**config.mk**
```make
export PLATFORM = sky130hd
export DESIGN_NAME = synapse_driver
export DESIGN_NICKNAME = d
export VERILOG_FILES = /design/src/rtl/snn_pkg.sv /design/src/rtl/synapse_weight_rf.sv /design/src/rtl/synapse_driver.sv
export SDC_FILE = /design/constraint.sdc
export NUM_CORES = 1
export LEC_CHECK = 0
export BUFFER_PORTS_ARGS = -buffer_cell sky130_fd_sc_hd__buf_2
export CORE_MARGIN = 4
export CORE_UTILIZATION = 55
export CTS_CLUSTER_SIZE = 28
export DETAILED_ROUTE_END_ITERATION = 8
export GPL_TIMING_DRIVEN = 0
export PLACE_DENSITY = 0.76
export SLEW_MARGIN = 20
export SYNTH_ARGS = -nofsm -noshare
export SYNTH_HDL_FRONTEND = slang
export SYNTH_HIERARCHICAL = 1
export SYNTH_SLANG_ARGS = --single-unit
```
**constraint.sdc**
```tcl
create_clock -name sys_clk -period 3.3 [get_ports sys_clk]
set_clock_uncertainty 0.2 [all_clocks]
set_input_delay 0.66 -clock sys_clk [delete_from_list [all_inputs] [get_ports sys_clk]]
set_output_delay 0.66 -clock sys_clk [all_outputs]
set_load 0.005 [all_outputs]
```
**src/rtl/snn_pkg.sv**
```systemverilog
// Shared types and constants for the SNN synapse front-end.
package snn_pkg;

  localparam int unsigned DATA_W       = 16;
  localparam int unsigned N_IN_DEFAULT = 16;

  typedef enum logic [1:0] {
    StIdle = 2'd0,
    StBoot = 2'd1,
    StScan = 2'd2
  } state_e;

endpackage

```
**src/rtl/synapse_weight_rf.sv**
```systemverilog
// Per-synapse weight store: one synchronous write port, one asynchronous read port, no reset.
module synapse_weight_rf
  import snn_pkg::*;
#(
  parameter int unsigned NIn   = N_IN_DEFAULT,
  parameter int unsigned AddrW = $clog2(NIn)
) (
  input  logic                     clk_i,
  input  logic                     we_i,
  input  logic [AddrW-1:0]         waddr_i,
  input  logic signed [DATA_W-1:0] wdata_i,
  input  logic [AddrW-1:0]         raddr_i,
  output logic signed [DATA_W-1:0] rdata_o
);

  logic signed [DATA_W-1:0] mem_q [NIn];

  // Addresses past the last synapse are silently dropped.
  always_ff @(posedge clk_i) begin
    if (we_i && (32'(waddr_i) < NIn)) begin
      mem_q[waddr_i] <= wdata_i;
    end
  end

  assign rdata_o = mem_q[raddr_i];

endmodule

```
**src/rtl/synapse_driver.sv**
```systemverilog
// Scans latched presynaptic spikes each timestep and streams matching weights to one neuron.
// Optional sticky overrun flag built when SYNAPSE_OVERRUN_FLAG_EN is defined.
module synapse_driver
  import snn_pkg::*;
#(
  parameter int unsigned N_IN   = N_IN_DEFAULT,
  parameter int unsigned ADDR_W = $clog2(N_IN)
) (
  input  logic                     sys_clk,
  input  logic                     rst,
  input  logic                     snn_clk,
  input  logic                     boot_mode,
  input  logic [N_IN-1:0]          spikes_in,
  input  logic                     wr_en,
  input  logic [ADDR_W-1:0]        wr_addr,
  input  logic signed [DATA_W-1:0] wr_data,
  input  logic                     bias_load,
  output logic signed [DATA_W-1:0] dout,
  output logic                     data_ready,
  output logic                     boot_out,
  output logic                     busy,
  output logic                     overrun
);

  state_e                   state_q, state_d;
  logic [ADDR_W-1:0]        idx_q, idx_d;
  logic [N_IN-1:0]          spikes_q, spikes_d;
  logic signed [DATA_W-1:0] dout_q, dout_d;
  logic                     dready_q, dready_d;
  logic                     boot_out_q, boot_out_d;

  logic                     rf_we;
  logic signed [DATA_W-1:0] rf_rdata;
  logic                     last_idx;
  logic                     tick_ok;
  logic                     boot_act;

  synapse_weight_rf #(
    .NIn   (N_IN),
    .AddrW (ADDR_W)
  ) u_weight_rf (
    .clk_i   (sys_clk),
    .we_i    (rf_we),
    .waddr_i (wr_addr),
    .wdata_i (wr_data),
    .raddr_i (idx_q),
    .rdata_o (rf_rdata)
  );

  assign last_idx   = (idx_q == ADDR_W'(N_IN - 1));
  assign tick_ok    = snn_clk && !boot_mode && (state_q != StBoot);
  assign boot_act   = (state_q == StBoot) && boot_mode;
  assign boot_out_d = boot_mode;

  always_ff @(posedge sys_clk or posedge rst) begin
    if (rst) begin
      state_q <= StIdle;
    end else begin
      state_q <= state_d;
    end
  end

  always_comb begin
    state_d = state_q;
    unique case (state_q)
      StIdle: begin
        if (boot_mode)    state_d = StBoot;
        else if (snn_clk) state_d = StScan;
      end
      StBoot: begin
        if (!boot_mode) state_d = StIdle;
      end
      StScan: begin
        if (boot_mode)     state_d = StBoot;
        else if (snn_clk)  state_d = StScan;
        else if (last_idx) state_d = StIdle;
      end
      default: state_d = StIdle;
    endcase
  end

  always_comb begin
    idx_d    = idx_q;
    spikes_d = spikes_q;
    dout_d   = dout_q;
    dready_d = 1'b0;
    rf_we    = 1'b0;
    if (tick_ok) begin
      spikes_d = spikes_in;
      idx_d    = '0;
    end else if ((state_q == StScan) && !boot_mode) begin
      if (spikes_q[idx_q]) begin
        dready_d = 1'b1;
        dout_d   = rf_rdata;
      end
      idx_d = last_idx ? '0 : idx_q + 1'b1;
    end
    // Bias forwarding wins over a same-cycle weight write.
    if (boot_act) begin
      if (bias_load) begin
        dout_d   = wr_data;
        dready_d = 1'b1;
      end else begin
        rf_we = wr_en;
      end
    end
  end

  always_ff @(posedge sys_clk or posedge rst) begin
    if (rst) begin
      idx_q      <= '0;
      spikes_q   <= '0;
      dout_q     <= '0;
      dready_q   <= 1'b0;
      boot_out_q <= 1'b0;
    end else begin
      idx_q      <= idx_d;
      spikes_q   <= spikes_d;
      dout_q     <= dout_d;
      dready_q   <= dready_d;
      boot_out_q <= boot_out_d;
    end
  end

`ifdef SYNAPSE_OVERRUN_FLAG_EN
  logic overrun_q, overrun_d;

  always_comb begin
    overrun_d = overrun_q;
    if (boot_mode && !boot_out_q) begin
      overrun_d = 1'b0;
    end else if ((state_q == StScan) && tick_ok) begin
      overrun_d = 1'b1;
    end
  end

  always_ff @(posedge sys_clk or posedge rst) begin
    if (rst) begin
      overrun_q <= 1'b0;
    end else begin
      overrun_q <= overrun_d;
    end
  end

  assign overrun = overrun_q;
`else
  assign overrun = 1'b0;
`endif

  assign dout       = dout_q;
  // A result registered just before a new timestep is suppressed so the
  // neuron never sees a qualifier in its tick cycle.
  assign data_ready = dready_q && !snn_clk;
  assign boot_out   = boot_out_q;
  assign busy       = (state_q == StScan);

endmodule

```
==> After elaboration in Yosys (flattened, before gate mapping) <==
Memory sizes are Yosys's and may differ from the RTL's.
Cells that the tools add are included.
W data, S select, Z words.
{ "op_classes": {"add_sub_neg": 1, "order_cmp": 1, "eq_ne": 7, "n_mux": 26, "n_reduce_logical": 10} }
{ "op_table": {"columns": ["operator", "count"], "rows": [
  ["$mux W16", 5],
  ["$mux W2", 6],
  ["$mux W4", 3],
  ["$mux W1", 10],
  ["$pmux W2 S3", 1],
  ["$logic_and A1 B1 Y1", 5],
  ["$lt A4 B5 Y1 const B", 1],
  ["$add A4 B1 Y4 const B", 1],
  ["$bmux W1 S4", 1],
  ["$eq A4 B4 Y1 const B", 1],
  ["$ne A4 B3 Y1 const B", 1],
  ["$ne A3 B3 Y1 const B", 1],
  ["$reduce_and A3 Y1", 1],
  ["$eq A2 B1 Y1 const B", 1],
  ["$eq A2 B2 Y1 const B", 1],
  ["$logic_not A1 Y1", 2],
  ["$logic_not A2 Y1", 1],
  ["$ne A2 B1 Y1 const B", 1],
  ["$ne A2 B2 Y1 const B", 1],
  ["$reduce_bool A2 Y1", 1]
]} }
{ "word_totals": {"ff_bits": 40, "mem_bits_rw": 256, "inputBits": 42, "out_inout_bits": 20, "wordCells": 52, "mem_count": 1} }
{ "mem_list": {"columns": ["name", "words", "word_bits", "read_ports", "rd_ports_with_merged_regs", "write_ports", "line_no", "source"], "rows": [
  ["u_weight_rf.mem_q", 16, 16, 1, 0, 1, "synapse_weight_rf.sv:16", "logic signed [DATA_W-1:0] mem_q [NIn];"]
]} }

==> Longest topological paths before layout <==
{ "logic_depth": {"word_depth": 7, "depth_mapped": 7, "depth_no_buf": 5} }

==> Cells and area by module <==
Netlist, hierarchy kept.
{ "modules_own_cells": {"columns": ["module", "n_inst", "cells_each", "area_per_inst_um2", "seq_area_each_um2"], "rows": [
  ["synapse_weight_rf", 1, 416, 9723.1, 7687.4],
  ["synapse_driver", 1, 185, 1993.2, 1001.0]
]} }

==> Worst setup path after synthesis <==
Ideal clock, no wire load.
{ "synth_timing": {"path_kind": "input to register", "startpoint": "input boot_mode", "endpoint": "memory u_weight_rf.mem_q[0][0] (enable)", "setup_ns": 0.409, "arrival_time_ns": 2.728, "t_required_ns": 2.691, "path_slack_ns": -0.037, "stages": 4, "path_buffers": 1, "path_cell_list": "buf_2 -> and4b_1 -> or3b_2 -> nor3_1"} }
{ "synth_via": {"elab_chain_len": 4} }
{ "synth_rtl": {"columns": ["element", "line_no", "source"], "rows": [
  ["start, declared", "synapse_driver.sv:12", "input logic boot_mode,"],
  ["$logic_and A1 B1 Y1", "synapse_driver.sv:52", "assign boot_act = (state_q == StBoot) && boot_mode;"],
  ["$mux W1", "synapse_driver.sv:99", "if (boot_act) begin"],
  ["via rf_we", "synapse_driver.sv:32", "logic rf_we;"],
  ["$mux W1", "synapse_weight_rf.sv:20", "if (we_i && (32'(waddr_i) < NIn)) begin"],
  ["$mux W1 (not written as such)", "synapse_weight_rf.sv:21", "mem_q[waddr_i] <= wdata_i;"],
  ["end, declared", "synapse_weight_rf.sv:16", null]
]} }
The timed path passes the listed nets, and every way through them passes these cells.

==> Worst setup path after layout <==
{ "layout_timing": {"startpoint": "register state_q[0]", "endpoint": "memory u_weight_rf.mem_q[12][10] (enable)"} }
{ "layout_via": {"elab_chain_len": 5} }
{ "layout_rtl": {"columns": ["element", "line_no", "source"], "rows": [
  ["start, declared", "synapse_driver.sv:25", "state_e state_q, state_d;"],
  ["start signal, assigned", "synapse_driver.sv:57", "state_q <= StIdle;"],
  ["start signal, assigned", "synapse_driver.sv:59", "state_q <= state_d;"],
  ["$eq A2 B1 Y1", "synapse_driver.sv:52", null],
  ["$logic_and A1 B1 Y1", "synapse_driver.sv:52", null],
  ["$mux W1", "synapse_driver.sv:99", null],
  ["via rf_we", "synapse_driver.sv:32", null],
  ["$mux W1", "synapse_weight_rf.sv:20", null],
  ["$mux W1 (not written as such)", "synapse_weight_rf.sv:21", null]
]} }
The timed path passes the listed nets, and every way through them passes these cells.

==> impl_metrics.ini <==
[yosys]
synth_edf_count = 256
yosys-mux-area-fraction = 0.1487
ys_ff_latch = 296
synth_xor_area_frac = 0.0007475
syn_area_per_cell_sq_um = 19.49
synth_top_family_by_area = multiplexers
synth_nets = 644
synthCells = 601
yosysUniqueCellTypes = 45
synth_adder_area_share = 0.001068
synth_area_sq_um = 11720
ys_async_sr_fraction = 0.1351
synth_compound_area_frac = 0.03930
seq_area_frac_synth = 0.7416
synth_warnings = 6
synthSimpleGateAreaFrac = 0.04966
synth_flop_cell = edfxtp_1

[pwr]
leakage_nw = 4.599
power.total_mw = 7.986
power_density_nw_per_um2 = 586.9
ir_drop_mv = 0.4272

[hold_path]
min_path_type = in2reg

[route]
initialDrtViolationCount = 671
ant_nets = 0
avgViaCountPerCell = 6.253
firstDrtPassIters = 7
drc = 0
wl_mm = 26.03
routed-via-count = 6309
post_drt_wl_per_cell_um = 25.80

[timing]
fmax_mhz = 322.8
rsz0062_at_grt = no
relSlewSlack = 0.4105
tightestPinTransition_ns = 0.8795
final_hold_viol_count = 0
fin_crit_sh = 0.9387
slew_violations = 0
post-route-min-period_ns = 3.098
setup_viol = 0
tns_ns = 0

[layout]
final_util = 0.6493
mostFrequentLayoutCells = edfxtp_1 (256), buf_2 (67), mux4_2 (55)
finish.instance_area_sq_um = 13610
drive_above_1_share = 0.3247
syn2layout_area_growth_pct = 16.14
fillCellCount = 1388
finalNetCount = 755
final_common_cell = edfxtp_1

[floorplanning]
core_area_sq_um = 20960
row_count = 53
start_util = 0.5591
die_width_um = 154.0
io_pins = 62
die_y_um = 154.0
die_area_sq_um = 23700

[clock_tree]
cts_buffers = 29
insertion_delay_ns = 0.54
root_buffer = clkbuf_16
cts_num_sinks = 296
cts_tree = done
cts_buffer_depth = 3
clk_pin_slew_ns = 0.06
h-tree-depth = 1
cts_resized = 0
cts_setup_buffers = 0

[grt]
grt_pass1_wl_mm = 39.64
grt-busiest-layer = met2
grtUsageMet1 = 0.3159
grt_max_degree = 36
grtUsageMet2 = 0.3579
track_usage = 0.2206
antenna_found_initial = 0
grt_pass1_vias = 6560
grt_util_met3 = 0.03968
grt.overflow.total = 0

[place]
dp_hpwl_mm = 17.12
dpl_cell_area_sq_um = 12670
gp_congestion = 0.7897
port_buffers = 60

[worst_setup_path]
end_kind = register
crit_type = reg2reg
cp_max_fo = 9
worst_ep_required_time_ns = 3.35
arrival_ns = 3.15
cp-start-kind = register

[job]
cap_violations = 0

[run_status]
status = complete, no violations
final cells by class:
cell class | count | area [sq um] | area share
flip-flops and latches | 296 | 8688 | 0.6385
multi-input cells | 268 | 2865 | 0.2106
clock buffers | 31 | 733.2 | 0.05389
repair buffers | 80 | 566.8 | 0.04166
well taps | 275 | 344.1 | 0.02529
plain buffers | 34 | 207.7 | 0.01526
clock inverters | 21 | 187.7 | 0.01379
inverters | 3 | 11.26 | 0.0008276
diodes | 1 | 2.502 | 0.0001839
final timing paths:
path	startpoint	endpoint	slack [ns]	cells after the start
setup / recovery	state_q[0]	u_weight_rf/mem_q[12][10]	0.20	6
hold / removal	boot_mode	boot_out	0.05	1
setup reg to reg	state_q[0]	u_weight_rf/mem_q[12][10]	0.20	6
hold reg to reg	spikes_q[14]	spikes_q[14]	0.31	1
max in group asynchronous	rst	dout[15]	2.12	4
min in group asynchronous	rst	dout[7]	0.35	3
cells by family after synthesis:
kind of cell,Yosys count
flip-flops,296
AND/OR/NAND/NOR,114
multiplexers,87
AO/OA/AOI/OAI,64
buffers and inverters,37
adder cells (fa/ha/maj),1
other,1
XOR/XNOR,1
cell usage after synthesis, drive strengths merged, types with 2 or more instances:
cell    number  area (sq um)
nor2b        4         25.02
dfrtp       40          1001
mux2        16         180.2
a21oi        3         15.01
nand2b       4         25.02
buf         22         162.7
o22ai        2         12.51
nand4       16         100.1
edfxtp     256          7687
nand3b       3         22.52
mux4        65          1501
a22oi       32         240.2
nor2        14         52.55
clkbuf      12         45.04
nor3         6         35.03
nand2       38         142.6
inv          3         11.26
mux2i        6         60.06
o21ai       19         98.84
nand3       22         110.1
through the flow:
stage	worst slack, ns	hold slack (ns)	instances
floorplan	0.3113	0.2752	601
global placement	-0.9458	0.2850	936
detailed placement	0.1713	0.2989	955
CTS	0.2432	0.02175	1008
global route	0.08229	0.03117	1008
finish	0.2023	0.04606	1009
layer usage:
layer	wire, um	vias to the layer above
met3	2305	39
li1	-	2687
met1	10240	3237
met4	517	0
met5	0	-
met2	12970	346
report_power, final:
| group | internal, mW | switching (mW) | leakage (nW) |
|---|---|---|---|
| sequential | 4.16 | 0.0605 | 2.80 |
| combinational | 0.276 | 0.292 | 1.36 |
| clock | 1.84 | 1.36 | 0.448 |
worst max-delay path, stage by stage (launching register included):
cell	delay (ns)
dfrtp_1	0.48
inv_1	0.12
nor2_1	0.24
and4b_1	0.40
nand3_1	0.29
nor3_2	0.74
buf_4	0.33
flip-flops by register name (all words and copies together), names as in the netlist:
signal,count
spikes_q,16
state_q,2
dout,16
boot_out,1
u_weight_rf/mem_q,256
idx_q,4
dready_q,1
timing repair:
| item | CTS | global route |
|---|---|---|
| hold buffers | 1 | 0 |
| endpoints found under the hold margin | 5 | 0 |
| endpoints found under the setup margin | 0 | 0 |
(Power assumes the default switching activity.)
